===== config.mk =====
export PLATFORM = sky130hd
export DESIGN_NAME = memory_arbiter
export DESIGN_NICKNAME = d
export VERILOG_FILES = /design/src/rtl/mem_arb_pkg.sv /design/src/rtl/mem_arb_perf.sv /design/src/rtl/memory_arbiter.sv
export SDC_FILE = /design/constraint.sdc
export NUM_CORES = 1
export LEC_CHECK = 0
export CAP_MARGIN = 20
export CORE_MARGIN = 2
export CORE_UTILIZATION = 40
export CTS_BUF_LIST = sky130_fd_sc_hd__clkbuf_16
export DETAILED_ROUTE_END_ITERATION = 8
export MAX_ROUTING_LAYER = met4
export PLACE_DENSITY = 0.71
export SLEW_MARGIN = 5
export SYNTH_ARGS = -nofsm -noshare
export SYNTH_HDL_FRONTEND = slang
export SYNTH_SLANG_ARGS = --single-unit

===== constraint.sdc =====
create_clock -name CLK -period 3.3 [get_ports CLK]
set_input_delay 0.66 -clock CLK [delete_from_list [all_inputs] [get_ports CLK]]
set_output_delay 0.66 -clock CLK [all_outputs]
set_load 0.005 [all_outputs]

===== src/rtl/mem_arb_pkg.sv =====
// Shared types for the cache-side memory arbiter: FSM states and bus word/address widths.
package mem_arb_pkg;

    localparam int ADDR_W = 32;
    localparam int DATA_W = 32;

    typedef logic [ADDR_W-1:0] addr_t;
    typedef logic [DATA_W-1:0] word_t;

    typedef enum logic [2:0] {
        IDLE,
        IACC,
        DACC,
        RESP
    } arb_state_t;

endpackage


===== src/rtl/mem_arb_perf.sv =====
// Activity counters for memory_arbiter: served i/d responses and RAM-busy cycles.
// Latency: counts update on the edge after the event; no backpressure (observe-only), counters wrap.
module mem_arb_perf (
    input  logic        CLK,
    input  logic        nRST,
    input  logic        resp_i,
    input  logic        resp_d,
    input  logic        stall,
    output logic [31:0] icount,
    output logic [31:0] dcount,
    output logic [31:0] stallcount
);

    always_ff @(posedge CLK) begin
        if (!nRST) begin
            icount     <= '0;
            dcount     <= '0;
            stallcount <= '0;
        end else begin
            if (resp_i) icount     <= icount + 32'd1;
            if (resp_d) dcount     <= dcount + 32'd1;
            if (stall)  stallcount <= stallcount + 32'd1;
        end
    end

endmodule


===== src/rtl/memory_arbiter.sv =====
// Arbitrates instruction/data cache requests onto one single-ported RAM, data first with an i anti-starvation flag.
// Latency: request seen in IDLE, RAM strobes until ramrdy, one-cycle response after (min 3 cycles).
// Backpressure: requesters are held in wait until served; dropping/changing a request aborts it. Optional MEM_ARB_PERF_EN adds counters.
module memory_arbiter
    import mem_arb_pkg::*;
#(
    parameter int AW = ADDR_W,
    parameter int DW = DATA_W
) (
    input  logic          CLK,
    input  logic          nRST,
    input  logic          iREN,
    input  logic [AW-1:0] iaddr,
    output logic          iwait,
    output logic [DW-1:0] iload,
    input  logic          dREN,
    input  logic          dWEN,
    input  logic [AW-1:0] daddr,
    input  logic [DW-1:0] dstore,
    output logic          dwait,
    output logic [DW-1:0] dload,
    output logic          ramREN,
    output logic          ramWEN,
    output logic [AW-1:0] ramaddr,
    output logic [DW-1:0] ramstore,
    input  logic [DW-1:0] ramload,
    input  logic          ramrdy
`ifdef MEM_ARB_PERF_EN
    ,
    output logic [31:0]   icount,
    output logic [31:0]   dcount,
    output logic [31:0]   stallcount
`endif
);

    arb_state_t    state, state_nxt;
    logic [AW-1:0] req_addr;
    logic [DW-1:0] req_data;
    logic          req_wr;
    logic          req_d;
    logic          last_d;
    logic [DW-1:0] iload_q, dload_q;

    logic d_req, grant_d, grant_i, in_acc, abort;

    assign d_req   = dREN | dWEN;
    // A pending i request beats d only when the previous grant went to d.
    assign grant_d = d_req && !(last_d && iREN);
    assign grant_i = iREN && !grant_d;
    assign in_acc  = (state == IACC) || (state == DACC);

    always_comb begin
        abort = 1'b0;
        if (req_d)
            abort = !d_req || (daddr != req_addr) || (dWEN != req_wr) || (dstore != req_data);
        else
            abort = !iREN || (iaddr != req_addr);
    end

    always_ff @(posedge CLK) begin
        if (!nRST) state <= IDLE;
        else       state <= state_nxt;
    end

    always_comb begin
        state_nxt = state;
        ramREN    = 1'b0;
        ramWEN    = 1'b0;
        ramaddr   = '0;
        ramstore  = '0;
        iwait     = 1'b1;
        dwait     = 1'b1;
        case (state)
            IDLE: begin
                if (grant_d)      state_nxt = DACC;
                else if (grant_i) state_nxt = IACC;
            end
            IACC, DACC: begin
                ramREN   = !req_wr;
                ramWEN   = req_wr;
                ramaddr  = req_addr;
                ramstore = req_wr ? req_data : '0;
                if (abort)       state_nxt = IDLE;
                else if (ramrdy) state_nxt = RESP;
            end
            RESP: begin
                iwait     = req_d;
                dwait     = !req_d;
                state_nxt = IDLE;
            end
            default: state_nxt = IDLE;
        endcase
    end

    always_ff @(posedge CLK) begin
        if (!nRST) begin
            req_addr <= '0;
            req_data <= '0;
            req_wr   <= 1'b0;
            req_d    <= 1'b0;
            last_d   <= 1'b0;
            iload_q  <= '0;
            dload_q  <= '0;
        end else begin
            if (state == IDLE && (grant_d || grant_i)) begin
                req_d    <= grant_d;
                req_addr <= grant_d ? daddr : iaddr;
                req_data <= grant_d ? dstore : '0;
                req_wr   <= grant_d && dWEN;
                last_d   <= grant_d;
            end
            // Writes leave both load registers untouched.
            if (in_acc && !abort && ramrdy && !req_wr) begin
                if (req_d) dload_q <= ramload;
                else       iload_q <= ramload;
            end
        end
    end

    assign iload = iload_q;
    assign dload = dload_q;

`ifdef MEM_ARB_PERF_EN
    mem_arb_perf u_perf (
        .CLK        (CLK),
        .nRST       (nRST),
        .resp_i     (state == RESP && !req_d),
        .resp_d     (state == RESP && req_d),
        .stall      (in_acc),
        .icount     (icount),
        .dcount     (dcount),
        .stallcount (stallcount)
    );
`endif

endmodule

==> flow_metrics.env <==
export IMPL_cts_clk_slew_worst_paths_ns=0.06
export IMPL_die_w_um=133
export IMPL_cts_resized=0
export IMPL_nets=1119
export IMPL_port_buffers=265
export IMPL_grt_pass1_vias=5962
export IMPL_setup_viol=0
export IMPL_post_place_ws_ns=0.0624
export IMPL_grt_pass1_wl_um=33800
export IMPL_overflow=0
export IMPL_n_antenna_cell=0
export IMPL_layout_drive_gt1_share_pct=5.43
export IMPL_drv_slew=0
export IMPL_grt_use_met3_pct=4.60
export IMPL_start_util_pct=40.4
export IMPL_cap_violations=0
export IMPL_power_density_mw_per_mm2=468
export IMPL_route_detailed_drc=0
export IMPL_max_freq_mhz=322
export IMPL_clkLatencyLatePin_ns=0.42
export IMPL_finalCritPeriodShare_pct=94.1
export IMPL_ioPinCount=266
export IMPL_rsz0062_at_grt="false"
export IMPL_drt_total_wl_um=22100
export IMPL_placedCellCount=1183
export IMPL_setup_tns_ns=0
export IMPL_layout_common_cells="clkdlybuf4s50_1, nor2_1, dfxtp_1"
export IMPL_fin_cells=1214
export IMPL_wl_per_cell_um=18.2
export IMPL_via_count=6210
export IMPL_avgSynthCellArea_um2=9.06
export IMPL_syn_inst=732
export IMPL_syn_area_mm2=0.00663
export IMPL_crit_required_ns=2.64
export IMPL_via_per_inst=5.12
export IMPL_area_delta_synth_final_pct=52.4
export IMPL_cts_buffers=17
export IMPL_worstMarginPinSlew_ns=0.580
export IMPL_fillerInstances=1394
export IMPL_slew_headroom_pct=61.3
export IMPL_grt_total_usage_pct=25.5
export IMPL_cp_start_kind="flop"
export IMPL_htree_num_levels=4
export IMPL_p_leak_nw=4.02
export IMPL_grt_start_max_net_pins=65
export IMPL_ys_warn_count=0
export IMPL_met1_usage_pct=33.1
export IMPL_peakVddDrop_mv=0.425
export IMPL_cts_setup_buffers=0
export IMPL_min_path_type="reg -> reg"
export IMPL_path_class="reg -> out"
export IMPL_die_h_um=133
export IMPL_fp_row_count=47
export IMPL_cts_buffer_depth=2
export IMPL_grt_busiest_layer="met2"
export IMPL_cts_tree="done"
export IMPL_setup_ws_ns=0.194
export IMPL_dieArea_mm2=0.0176
export IMPL_status="complete, no violations"
export IMPL_clkSinkCount=132
export IMPL_cts_hold_fix_buffers=0
export IMPL_async_reset_ff_share_pct=0
export IMPL_syn_nets=869
export IMPL_finalHoldViolCount=0
export IMPL_drt_iter0_markers=353
export IMPL_post_dp_hpwl_um=16400
export IMPL_core_mm2=0.0164
export IMPL_end_kind="output pin"
export IMPL_final_common_cell="clkdlybuf4s50_1"
export IMPL_antenna_found_initial=0
export IMPL_cp_max_fo=21
export IMPL_worstPathArrival_ns=2.45
export IMPL_first_pass_iters=5
export IMPL_ys_ff_latch=132
export IMPL_seq_area_frac_synth_pct=39.9
export IMPL_yosys_most_used_dff="dfxtp_1"
export IMPL_finClkSkew_ns=0.00680
export IMPL_cts_root_buf="clkbuf_16"
export IMPL_ys_types=43
export IMPL_gp_congestion=0.951
export IMPL_use_met2_pct=40.0
export IMPL_synth_edf_count=0
export IMPL_drtAntennaViolNets=0
export IMPL_fin_crit_ns=3.11
sequential cells by signal, summed over array words and instances, names as in the netlist:
name	flops
dload	32
iload	32
last_d	1
req_addr	32
req_data	32
req_wr	1
state	2
final cells by class:
type | instances | area (um^2) | share of cell area (%)
multi-input cells | 536 | 3740 | 37.0
clock buffers | 17 | 425 | 4.21
repair buffers | 281 | 2820 | 27.9
clock inverters | 14 | 139 | 1.38
inverters | 14 | 55.1 | 0.545
well taps | 220 | 275 | 2.73
flip-flops and latches | 132 | 2640 | 26.2
worst paths after layout:
path,from,cells past startpoint,slack (ns),endpoint
hold / removal,dload[26]$_SDFFE_PN0P_,2,0.49,dload[26]$_SDFFE_PN0P_
hold reg to reg,dload[26]$_SDFFE_PN0P_,2,0.49,dload[26]$_SDFFE_PN0P_
setup / recovery,state[1]$_SDFFE_PN0P_,5,0.19,ramaddr[1]
setup reg to reg,state[1]$_SDFFE_PN0P_,9,0.57,state[1]$_SDFFE_PN0P_
cell families after synthesis:
logic type      Yosys count  share of synthesized area, %
buf+inv                  64                          4.04
flops                   132                          39.9
mux                      92                          13.9
fa+ha+maj                 3                         0.566
xor+xnor                 81                          10.7
compound gates           85                          10.1
simple gates            275                          20.8
power by group:
| group | internal, mW | switching (mW) | total (mW) |
|---|---|---|---|
| clock network | 1.10 | 0.724 | 1.83 |
| registers | 1.70 | 0.127 | 1.83 |
| logic | 0.542 | 0.536 | 1.08 |
| total | 3.34 | 1.39 | 4.73 |
Yosys cell counts, drive strengths merged, types with 4 or more instances:
master	count	area [um^2]
dfxtp	132	2640
and2	34	213
a22oi	33	248
nor2b	14	87.6
and3	32	200
nand4	19	119
a311oi	4	35.0
clkbuf	41	155
xnor2	76	666
nor4	7	80.1
nand2b	6	37.5
nand2	13	48.8
mux2i	92	921
nor3	4	20.0
xor2	5	43.8
nor2	136	510
a211oi	28	210
inv	13	48.8
buf	9	60.1
nand3	6	35.0
a2111o	4	45.0
stage by stage:
stage	cell area (um^2)	hold WS, ns	power, mW	utilization [%]
after floorplan	6630	0.479	2.40	-
after global routing	10100	0.518	4.93	61.6
after CTS	10100	0.498	4.76	61.6
after detailed placement	9540	0.483	2.92	58.1
final	10100	0.490	4.73	61.6
after global placement	9540	0.471	2.92	58.1
worst max-delay path: stages, from the launching register on:
cell             delay, ns
dfxtp_1               0.35
inv_1                 0.08
ha_2                  0.59
buf_4                 0.31
and2_1                0.18
clkdlybuf4s50_1       0.50
per-layer routing:
metal | wire length (um) | up-vias
met3 | 1150 | 37
met2 | 10500 | 213
met1 | 9970 | 2919
li1 | - | 3041
met5 | 0 | -
met4 | 558 | 0
Power figures use the tool's default switching activity.
